$ cat src/rtl/pll_reconfig.sv
// pll_reconfig: retunes the MMCM between stored presets at run time.
// Holds the MMCM in reset, walks one preset's register list from an external
// ROM, applies each entry to the DRP as a read-modify-write, then releases
// reset, waits for lock and only then re-enables the downstream clock buffer.
module pll_reconfig #(
   parameter int  NUM_PRESETS     = 4,
   parameter int  REGS_PER_PRESET = 23,
   parameter int  LOCK_TIMEOUT    = 65535,
   parameter int  DRP_TIMEOUT     = 255,
   localparam int PRESET_W        = (NUM_PRESETS > 1) ? $clog2(NUM_PRESETS) : 1,
   localparam int ROM_AW          = (NUM_PRESETS * REGS_PER_PRESET > 1) ?
                                    $clog2(NUM_PRESETS * REGS_PER_PRESET) : 1
) (
   input  logic                clk,
   input  logic                resetN,
   input  logic                start,
   input  logic [PRESET_W-1:0] preset,
   output logic                busy,
   output logic                done,
   output logic                error,
   output logic [ROM_AW-1:0]   romAddr,
   input  logic [38:0]         romData,
   output logic [6:0]          dAddr,
   output logic [15:0]         dI,
   input  logic [15:0]         dO,
   output logic                dEn,
   output logic                dWe,
   input  logic                dRdy,
   output logic                mmcmRst,
   input  logic                mmcmLocked,
   output logic                clkEnable
);

   localparam int IDX_W  = (REGS_PER_PRESET > 1) ? $clog2(REGS_PER_PRESET) : 1;
   localparam int T_MAX  = (LOCK_TIMEOUT > DRP_TIMEOUT) ? LOCK_TIMEOUT : DRP_TIMEOUT;
   localparam int CNT_W  = $clog2(T_MAX + 1);

   localparam logic [PRESET_W:0]   PRESET_LIMIT = (PRESET_W + 1)'(NUM_PRESETS);
   localparam logic [IDX_W-1:0]    LAST_IDX     = IDX_W'(REGS_PER_PRESET - 1);
   localparam logic [CNT_W-1:0]    LOCK_LAST    = CNT_W'(LOCK_TIMEOUT - 1);
   localparam logic [CNT_W-1:0]    DRP_LAST     = CNT_W'(DRP_TIMEOUT - 1);
   localparam logic [ROM_AW-1:0]   ROM_STRIDE   = ROM_AW'(REGS_PER_PRESET);

   typedef enum logic [2:0] {
      S_IDLE,
      S_FETCH,
      S_LATCH,
      S_RD,
      S_RDWAIT,
      S_WR,
      S_WRWAIT,
      S_LOCKWAIT
   } state_t;

   state_t              state;
   logic [PRESET_W-1:0] cur_preset;
   logic [IDX_W-1:0]    index;
   logic [CNT_W-1:0]    cnt;
   logic [15:0]         ent_mask;
   logic [15:0]         ent_data;
   logic                locked_meta;
   logic                locked_s;

   // Two-flop synchroniser for the asynchronous MMCM LOCKED output.
   always_ff @(posedge clk or negedge resetN) begin
      if (!resetN) begin
         locked_meta <= 1'b0;
         locked_s    <= 1'b0;
      end else begin
         // NOTE: non-blocking assignments make both flops sample together, so
         // the chain really is two stages deep regardless of statement order.
         locked_meta <= mmcmLocked;
         locked_s    <= locked_meta;
      end
   end

   // Sequencer: fetch entry, DRP read, merge under mask, DRP write, then lock wait.
   always_ff @(posedge clk or negedge resetN) begin
      if (!resetN) begin
         state      <= S_IDLE;
         cur_preset <= '0;
         index      <= '0;
         cnt        <= '0;
         ent_mask   <= '0;
         ent_data   <= '0;
         busy       <= 1'b0;
         done       <= 1'b0;
         error      <= 1'b0;
         romAddr    <= '0;
         dAddr      <= '0;
         dI         <= '0;
         dEn        <= 1'b0;
         dWe        <= 1'b0;
         mmcmRst    <= 1'b0;
         clkEnable  <= 1'b0;
      end else begin
         // Strobes are single-cycle unless a state below re-asserts them.
         done <= 1'b0;
         dEn  <= 1'b0;
         dWe  <= 1'b0;

         case (state)
            S_IDLE: begin
               if (start && ({1'b0, preset} < PRESET_LIMIT)) begin
                  cur_preset <= preset;
                  error      <= 1'b0;
                  busy       <= 1'b1;
                  mmcmRst    <= 1'b1;
                  clkEnable  <= 1'b0;
                  index      <= '0;
                  romAddr    <= ROM_AW'(preset) * ROM_STRIDE;
                  state      <= S_FETCH;
               end else if (start) begin
                  // Out-of-range preset: flag it and leave the MMCM untouched.
                  error     <= 1'b1;
                  clkEnable <= 1'b0;
               end else begin
                  clkEnable <= locked_s & ~error;
               end
            end

            // romAddr is already presented; the ROM answers one cycle later.
            S_FETCH: state <= S_LATCH;

            S_LATCH: begin
               dAddr    <= romData[38:32];
               ent_mask <= romData[31:16];
               ent_data <= romData[15:0];
               dEn      <= 1'b1;
               state    <= S_RD;
            end

            S_RD: begin
               cnt   <= '0;
               state <= S_RDWAIT;
            end

            S_RDWAIT: begin
               if (dRdy) begin
                  // Keep-mask bits preserve the current register contents.
                  dI    <= (dO & ent_mask) | (ent_data & ~ent_mask);
                  dEn   <= 1'b1;
                  dWe   <= 1'b1;
                  state <= S_WR;
               end else if (cnt == DRP_LAST) begin
                  error   <= 1'b1;
                  mmcmRst <= 1'b0;
                  busy    <= 1'b0;
                  state   <= S_IDLE;
               end else begin
                  cnt <= cnt + CNT_W'(1);
               end
            end

            S_WR: begin
               cnt   <= '0;
               state <= S_WRWAIT;
            end

            S_WRWAIT: begin
               if (dRdy) begin
                  if (index == LAST_IDX) begin
                     mmcmRst <= 1'b0;
                     cnt     <= '0;
                     state   <= S_LOCKWAIT;
                  end else begin
                     index   <= index + IDX_W'(1);
                     romAddr <= ROM_AW'(cur_preset) * ROM_STRIDE + ROM_AW'(index) + ROM_AW'(1);
                     state   <= S_FETCH;
                  end
               end else if (cnt == DRP_LAST) begin
                  // Partial configuration stays in place; software must retry.
                  error   <= 1'b1;
                  mmcmRst <= 1'b0;
                  busy    <= 1'b0;
                  state   <= S_IDLE;
               end else begin
                  cnt <= cnt + CNT_W'(1);
               end
            end

            S_LOCKWAIT: begin
               if (locked_s) begin
                  done  <= 1'b1;
                  busy  <= 1'b0;
                  state <= S_IDLE;
               end else if (cnt == LOCK_LAST) begin
                  error <= 1'b1;
                  busy  <= 1'b0;
                  state <= S_IDLE;
               end else begin
                  cnt <= cnt + CNT_W'(1);
               end
            end

            default: state <= S_IDLE;
         endcase
      end
   end

endmodule

$ cat config.mk
export PLATFORM = sky130hd
export DESIGN_NAME = pll_reconfig
export DESIGN_NICKNAME = d
export VERILOG_FILES = /design/src/rtl/pll_reconfig.sv
export SDC_FILE = /design/constraint.sdc
export NUM_CORES = 1
export LEC_CHECK = 0
export CAP_MARGIN = 20
export CORE_MARGIN = 3
export CORE_UTILIZATION = 51
export CTS_CLUSTER_SIZE = 10
export DETAILED_ROUTE_END_ITERATION = 6
export PLACE_DENSITY = 0.8
export SKIP_LAST_GASP = 1
export SYNTH_ARGS = -nofsm -noshare
export SYNTH_HDL_FRONTEND = slang
export SYNTH_SLANG_ARGS = --single-unit
$ cat constraint.sdc
create_clock -name clk -period 2.6 [get_ports clk]
set_clock_uncertainty 0.15 [all_clocks]
set_input_delay 0.39 -clock clk [delete_from_list [all_inputs] [get_ports clk]]
set_output_delay 0.39 -clock clk [all_outputs]
set_load 0.03 [all_outputs]
==> results.md, run 1 <==
- Run status: finished, final reports clean
- Tcrit/Tclk final: a little under 100%
- Worst Path Required: between 2 and 3 ns
- YS warnings: 0
- Total Die Area: 10500 um2
- DRT antenna net count: 0
- H-tree levels: 3
- GP Congestion: approximately 0.9
- Pins over their slew limit: 0
- Critical Path Start: cur_preset[0]
- Maximum vdd drop: between 0.5 and 0.6 mV
- Crit path max-delay family: adder cells
- Top FF cell, synth: dfrtp_1
- Hold Startpoint: locked_meta
- Syn Inst Count: 430
- Post-synth EDFFs: 0
- Critical Path Max Stage Delay: 0.50 ns
- Seq cells post-synth: slightly below 100
- Crit-path slowest cell: fa_1
- Crit-path cells: fa_1, ha_1, nor2b_1, o21ai_0, nand2b_1, a21o_1, a211oi_2, o31ai_1
- Vias: around 3700
- Fmax achieved: between 0.3 and 0.4 GHz
- Sequential share of the synthesized area: approximately half
- Period minus WS final: between 2 and 3 ns
- Filler Cell Count: 692
- Setup crit start kind: flip-flop
- FF-to-FF setup slack: 0.07 ns
- First-pass DRT Iterations: 4
- Syn nets: roughly 510
- Power Total: 7280 uW
- RR Endpoint: romAddr[6]
- Critical Path Stages: 8
- Vias in the first global route: between 3000 and 4000
- RSZ-0062 raised after global routing: true
- Critical Path End Type: flip-flop
- Initial antenna violation count: 0
- Area grow syn2layout: 29.2%
- First-pass GRT wire length: 18000 um
- HP Class: reg2reg
- Worst-Skew Late Latency: 0.37 ns
- Residual DRC: 0
- Routed WL: 11000 um
- Unique masters post-synth: 53
- Ant. Diodes: 0
- Global route overflow: 0
- TritonCTS clock tree: built
- Worst path bufs/invs: 0
- Post-DP HPWL: roughly 8000 um
- Static leakage: ~0.0027 uW
- Final hold vios: 0
- Gr usage total: roughly 22%
- Setup tns final: 0 ns
- Mean Syn Cell Area: around 11 um2
- CORE AREA: roughly 8900 um2
- Max-cap viol count: 0
- PnR worst setup slack: about 0.074 ns
- Relative slew slack: between 50% and 60%
- Least-Margin Pin Slew: between 0.6 and 0.7 ns
- CP Max Fanout: 5
- Top-level I/O count: just under 100
- DR WL/cell: 16.9 um
- Hold Slack: roughly 0.21 ns
- Pwr Density: roughly 1200 nW/um2
- CTS Buffer Depth: 2
- Worst hold endpoint: locked_s
- First DRT Iteration DRCs: approximately 150
- Die width: between 100 and 150 um
- Initial Utilization: a little over half
- # rows: 34
- DIE HEIGHT: a little over 100 um
- Num Clock Sinks: 97
- # nets final: between 600 and 700
- Fraction of layout cells with a size suffix above 1: between 10% and 20%
- FF-to-FF Start: cur_preset[0]
- Hold path depth: 0
- Critical path arrival: ~2.6 ns
- Root Buffer: clkbuf_8
- Final setup violation count: 0
- Vias/cell: 5.67
- Port-buffer cells: slightly below 100
- Crit path kind: reg2reg
- FF-to-FF path depth: 8
- TritonCTS Buffers: 9
- Pre-CTS setup slack: 0.0591 ns
- Largest net degree at the start of global routing: 51
- Clock transition at path regs: around 0.10 ns
- Synth Cell Area: 4760 um2
- Asr flop ratio synth: 100%
==> report_power, final <==
part | total (uW) | switching, uW | leakage [uW] | internal (uW)
registers | 2600 | 457 | 0.00118 | 2140
logic | 3710 | 1960 | 0.00141 | 1740
clock network | 973 | 575 | 0.000101 | 398
total | 7280 | 3000 | 0.00269 | 4280
==> worst max-delay path by stage <==
stage	to	slack [ns]
2_1_floorplan	cnt[9]	0.20
3_3_place_gp	cnt[13]	0.13
3_5_place_dp	cnt[11]	0.06
4_1_cts	romAddr[6]	0.04
5_1_grt	romAddr[6]	-0.02
6_report	romAddr[6]	0.07
==> cell families after synthesis <==
logic type	synth area share, %
fa+ha+maj	5.47
flops	51.0
buf+inv	2.89
compound gates	12.3
xor+xnor	1.47
simple gates	13.6
mux	13.3
==> routing by layer <==
layer,vias to the layer above,GRT usage (%),share of wire [%]
li1,1756,-,-
met1,1820,27.4,41
met2,97,36.6,52
met3,21,3.72,4.4
met4,0,10.3,2.7
met5,-,0,0
==> state kept, by name (all words and copies together) (netlist names), 3 cells and up <==
name	flops
cnt	16
dI	16
ent_data	16
ent_mask	16
dAddr	7
romAddr	7
index	5
state	3
==> cells in the final DEF, fill, tap and decap left out, drive strengths merged, types with 4 or more instances in the layout <==
master,instances
clkdlybuf4s50,97
dfrtp,97
mux2,40
nand2,35
a21oi,33
nor2,32
o21ai,23
mux2i,18
buf,17
ha,16
inv,16
nand3,15
clkbuf,10
nor3,7
xor2,6
o31ai,6
nor2b,5
or3,5
nand4,5
a21o,5
and2,5
o22ai,4
==> metrics by stage <==
| step | instances | area, um2 | util (%) |
|---|---|---|---|
| floorplan | 430 | 4760 | - |
| global placement | 633 | 5920 | 66.6 |
| detailed placement | 633 | 5920 | 66.6 |
| CTS | 650 | 6130 | 68.9 |
| global route | 651 | 6150 | 69.2 |
| finish | 651 | 6150 | 69.2 |
==> cell usage after synthesis (3+ instances only) <==
master / count / share of area (%)
xor2_1: 6 / 1.1
nand3_2: 3 / 0.63
inv_1: 12 / 0.95
nor2_1: 32 / 2.5
a211oi_1: 3 / 0.47
nor2b_1: 5 / 0.66
a21oi_1: 33 / 3.5
o22ai_1: 4 / 0.53
buf_1: 4 / 0.32
nand3_1: 12 / 1.3
dfrtp_1: 97 / 51
nand4_1: 5 / 0.66
mux2i_1: 18 / 3.8
or3_1: 5 / 0.66
ha_1: 16 / 4.2
and2_1: 3 / 0.39
a21o_1: 5 / 0.79
fa_1: 3 / 1.3
and3_1: 3 / 0.39
o21ai_2: 3 / 0.55
nor3_1: 7 / 0.74
o21ai_0: 19 / 2.0
o211ai_1: 3 / 0.47
o31ai_1: 5 / 0.79
nand2b_1: 3 / 0.39
clkbuf_1: 8 / 0.63
nand2_1: 34 / 2.7
mux2_2: 40 / 9.5
o21a_1: 3 / 0.47
==> area by class of cell <==
type | instances | area (um2) | share of cell area [%]
Inverter | 12 | 45.0 | 0.733
Tap cell | 108 | 135 | 2.20
Multi-Input combinational cell | 303 | 2210 | 35.9
Timing Repair Buffer | 115 | 1130 | 18.4
Clock buffer | 10 | 138 | 2.24
Clock inverter | 6 | 57.6 | 0.936
Sequential cell | 97 | 2430 | 39.5
==> timing repair <==
| item | in CTS | in global routing |
|---|---|---|
| hold buffers | 1 | 0 |
| endpoints found under the hold margin | 48 | 0 |
| buffers inserted | 0 | 1 |
| endpoints found under the setup margin | 0 | 4 |
| resized for setup | 0 | 6 |
Note: power is estimated with default switching activity, not from simulation.
==> run 2, diff against run 1 <==
MAX_ROUTING_LAYER = met4   (was unset)
==> run 2 against run 1 <==
Net effect:
- critical path depth did not move
- sequential share of layout area decreased by 0.080 points
- combinational power rose by 1%
- setup slack better by 0.043 ns
- highest routed layer unchanged
- via count increased by 0.27%
- first-iteration DRC count fell by 10%
- global-route usage rose by 0.52 points
- final area increased by 0.20%
- hold slack lost 0.0060 ns
- critical endpoint is now romAddr[5]
- total power down 0.21%
==> results.md, run 2 (synthesis results as in run 1) <==
- Run status: finished, final reports clean (unchanged)
- # rows: 34 (unchanged)
- RSZ-0062 raised after global routing: false (was true)
- DRT antenna net count: 0 (unchanged)
- Clock transition at path regs: 0.10 ns (about the same)
- GP Congestion: 0.912 (was 0.878)
- CORE AREA: 8890 um2 (unchanged)
- Commonest non-fill, non-tap cell in the layout: clkdlybuf4s50_1 (unchanged)
- Top-level I/O count: 99 (unchanged)
- Ant. Diodes: 0 (unchanged)
- Placed cell area: 5940 um2 (was 5920 um2)
- DR WL/cell: 16.8 um (was 16.9 um)
- Finished Layout Cells: 653 (was 651)
- Least-Margin Pin Slew: 0.569 ns (was 0.629 ns)
- Critical Path Max Stage Delay: 0.59 ns (was 0.50 ns)
- Worst Path Required: 2.76 ns (was 2.69 ns)
- Die width: 103 um (unchanged)
- Final non-filler cell area: 6160 um2 (was 6150 um2)
- Total Die Area: 10500 um2 (unchanged)
- Initial Utilization: 53.5% (unchanged)
- DIE HEIGHT: 103 um (unchanged)
- Port-buffer cells: 98 (unchanged)
- Post-placement cell count: 636 (was 633)
- Relative slew slack: 61.9% (was 57.9%)
- Initial antenna violation count: 0 (unchanged)
- Fraction of layout cells with a size suffix above 1: 17.8% (was 17.5%)
- Crit path max-delay family: compound AO/OA/AOI/OAI gates (was adder cells)
- Setup crit start kind: flip-flop (unchanged)
- Post-DP HPWL: 8300 um (was 7960 um)
- Pwr Density: 1180 nW/um2 (about the same)
- Worst path bufs/invs: 0 (unchanged)
- Vias in the first global route: 3803 (was 3756)
- Final setup violation count: 0 (unchanged)
- Critical path arrival: 2.64 ns (was 2.61 ns)
- HP Class: reg2reg (unchanged)
- Maximum vdd drop: 0.565 mV (was 0.553 mV)
- CP Max Fanout: 5 (unchanged)
- Crit-path slowest cell: fa_1 (unchanged)
- First-pass DRT Iterations: 4 (unchanged)
- Setup tns final: 0 ns (unchanged)
- Num Clock Sinks: 97 (unchanged)
- Gr usage total: 22.3% (was 21.8%)
- Worst-Skew Late Latency: 0.36 ns (was 0.37 ns)
- Pins over their slew limit: 0 (unchanged)
- Sequential cell area: 2430 um2 (unchanged)
- Period minus WS final: 2.48 ns (was 2.53 ns)
- Final hold vios: 0 (unchanged)
- Commonest non-fill, non-tap cells in the layout: clkdlybuf4s50_1 (97), dfrtp_1 (95), mux2_2 (40) (unchanged)
- Tcrit/Tclk final: 95.5% (was 97.1%)
- TritonCTS Buffers: 9 (unchanged)
- Crit path kind: reg2reg (unchanged)
- Vias/cell: 5.67 (about the same)
- Critical Path End Type: flip-flop (unchanged)
- CP most frequent cell: o21ai_0
- Crit-path cells: fa_1, ha_1, a21o_1, a21oi_1, o21ai_0, xnor2_1, o21ai_0, o21a_1 (was fa_1, ha_1, nor2b_1, o21ai_0, nand2b_1, a21o_1, a211oi_2, o31ai_1)
- TritonCTS clock tree: built (unchanged)
- Filler Cell Count: 681 (was 692)
- Area grow syn2layout: 29.5% (was 29.2%)
- Root Buffer: clkbuf_8 (unchanged)
- Area occupied by multi-input gates: 2220 um2 (was 2210 um2)
- Routed WL: 11000 um (about the same)
- H-tree levels: 3 (unchanged)
- First-pass GRT wire length: 17800 um (was 18000 um)
- First DRT Iteration DRCs: 134 (was 149)
- Residual DRC: 0 (unchanged)
- Hold Slack: 0.209 ns (was 0.215 ns)
- Power Total: 7260 uW (was 7280 uW)
- Vias: 3704 (was 3694)
- Static leakage: 0.00268 uW (was 0.00269 uW)
- Largest net degree at the start of global routing: 41 (was 51)
- CTS Buffer Depth: 2 (unchanged)
- Fmax achieved: 0.403 GHz (was 0.396 GHz)
- Max-cap viol count: 0 (unchanged)
- Global route overflow: 0 (unchanged)
- # nets final: 622 (was 619)
run 2: layer usage:
layer / vias up / track usage, % / wire (um)
met1: 1815 / 26.3 / 4540
met4: 0 / 8.88 / 252
li1: 1749 / - / -
met5: - / - / 0
met3: 23 / 3.65 / 478
met2: 117 / 38.2 / 5710
run 2: path summary, 6_finish.rpt:
path,from,endpoint,slack [ns],cells past startpoint
setup / recovery,cur_preset[0],romAddr[5],0.12,8
hold / removal,locked_meta,locked_s,0.21,0
setup reg to reg,cur_preset[0],romAddr[5],0.12,8
min in group asynchronous,resetN,dAddr[3],0.34,2
max in group asynchronous,resetN,cur_preset[0],1.23,3
hold reg to reg,locked_meta,locked_s,0.21,0
run 2: final cells by class:
| class | count | area share, % |
|---|---|---|
| sequential | 97 | 39.4 |
| multi-input combinational | 303 | 36.0 |
| timing repair buffer | 118 | 18.8 |
| tap | 108 | 2.19 |
| clock buffer | 9 | 2.01 |
| clock inverter | 6 | 0.833 |
| inverter | 12 | 0.731 |
run 2: metrics by stage:
stage	util, %	worst slack (ns)
6_report	69.3	0.117
4_1_cts	68.9	0.0217
3_3_place_gp	66.9	0.130
2_1_floorplan	-	0.204
5_1_grt	69.3	0.000125
3_5_place_dp	66.9	0.0224
run 2: report_power, final:
group,internal [uW],switching [uW]
Sequential,2140,458
Clock,354,543
Combinational,1780,1980
run 2: what timing repair did:
item	in CTS	in global routing
resized for setup	0	7
endpoints found under the hold margin	29	0
setup buffers	0	1
setup endpoints to repair	0	7
hold buffers	1	0
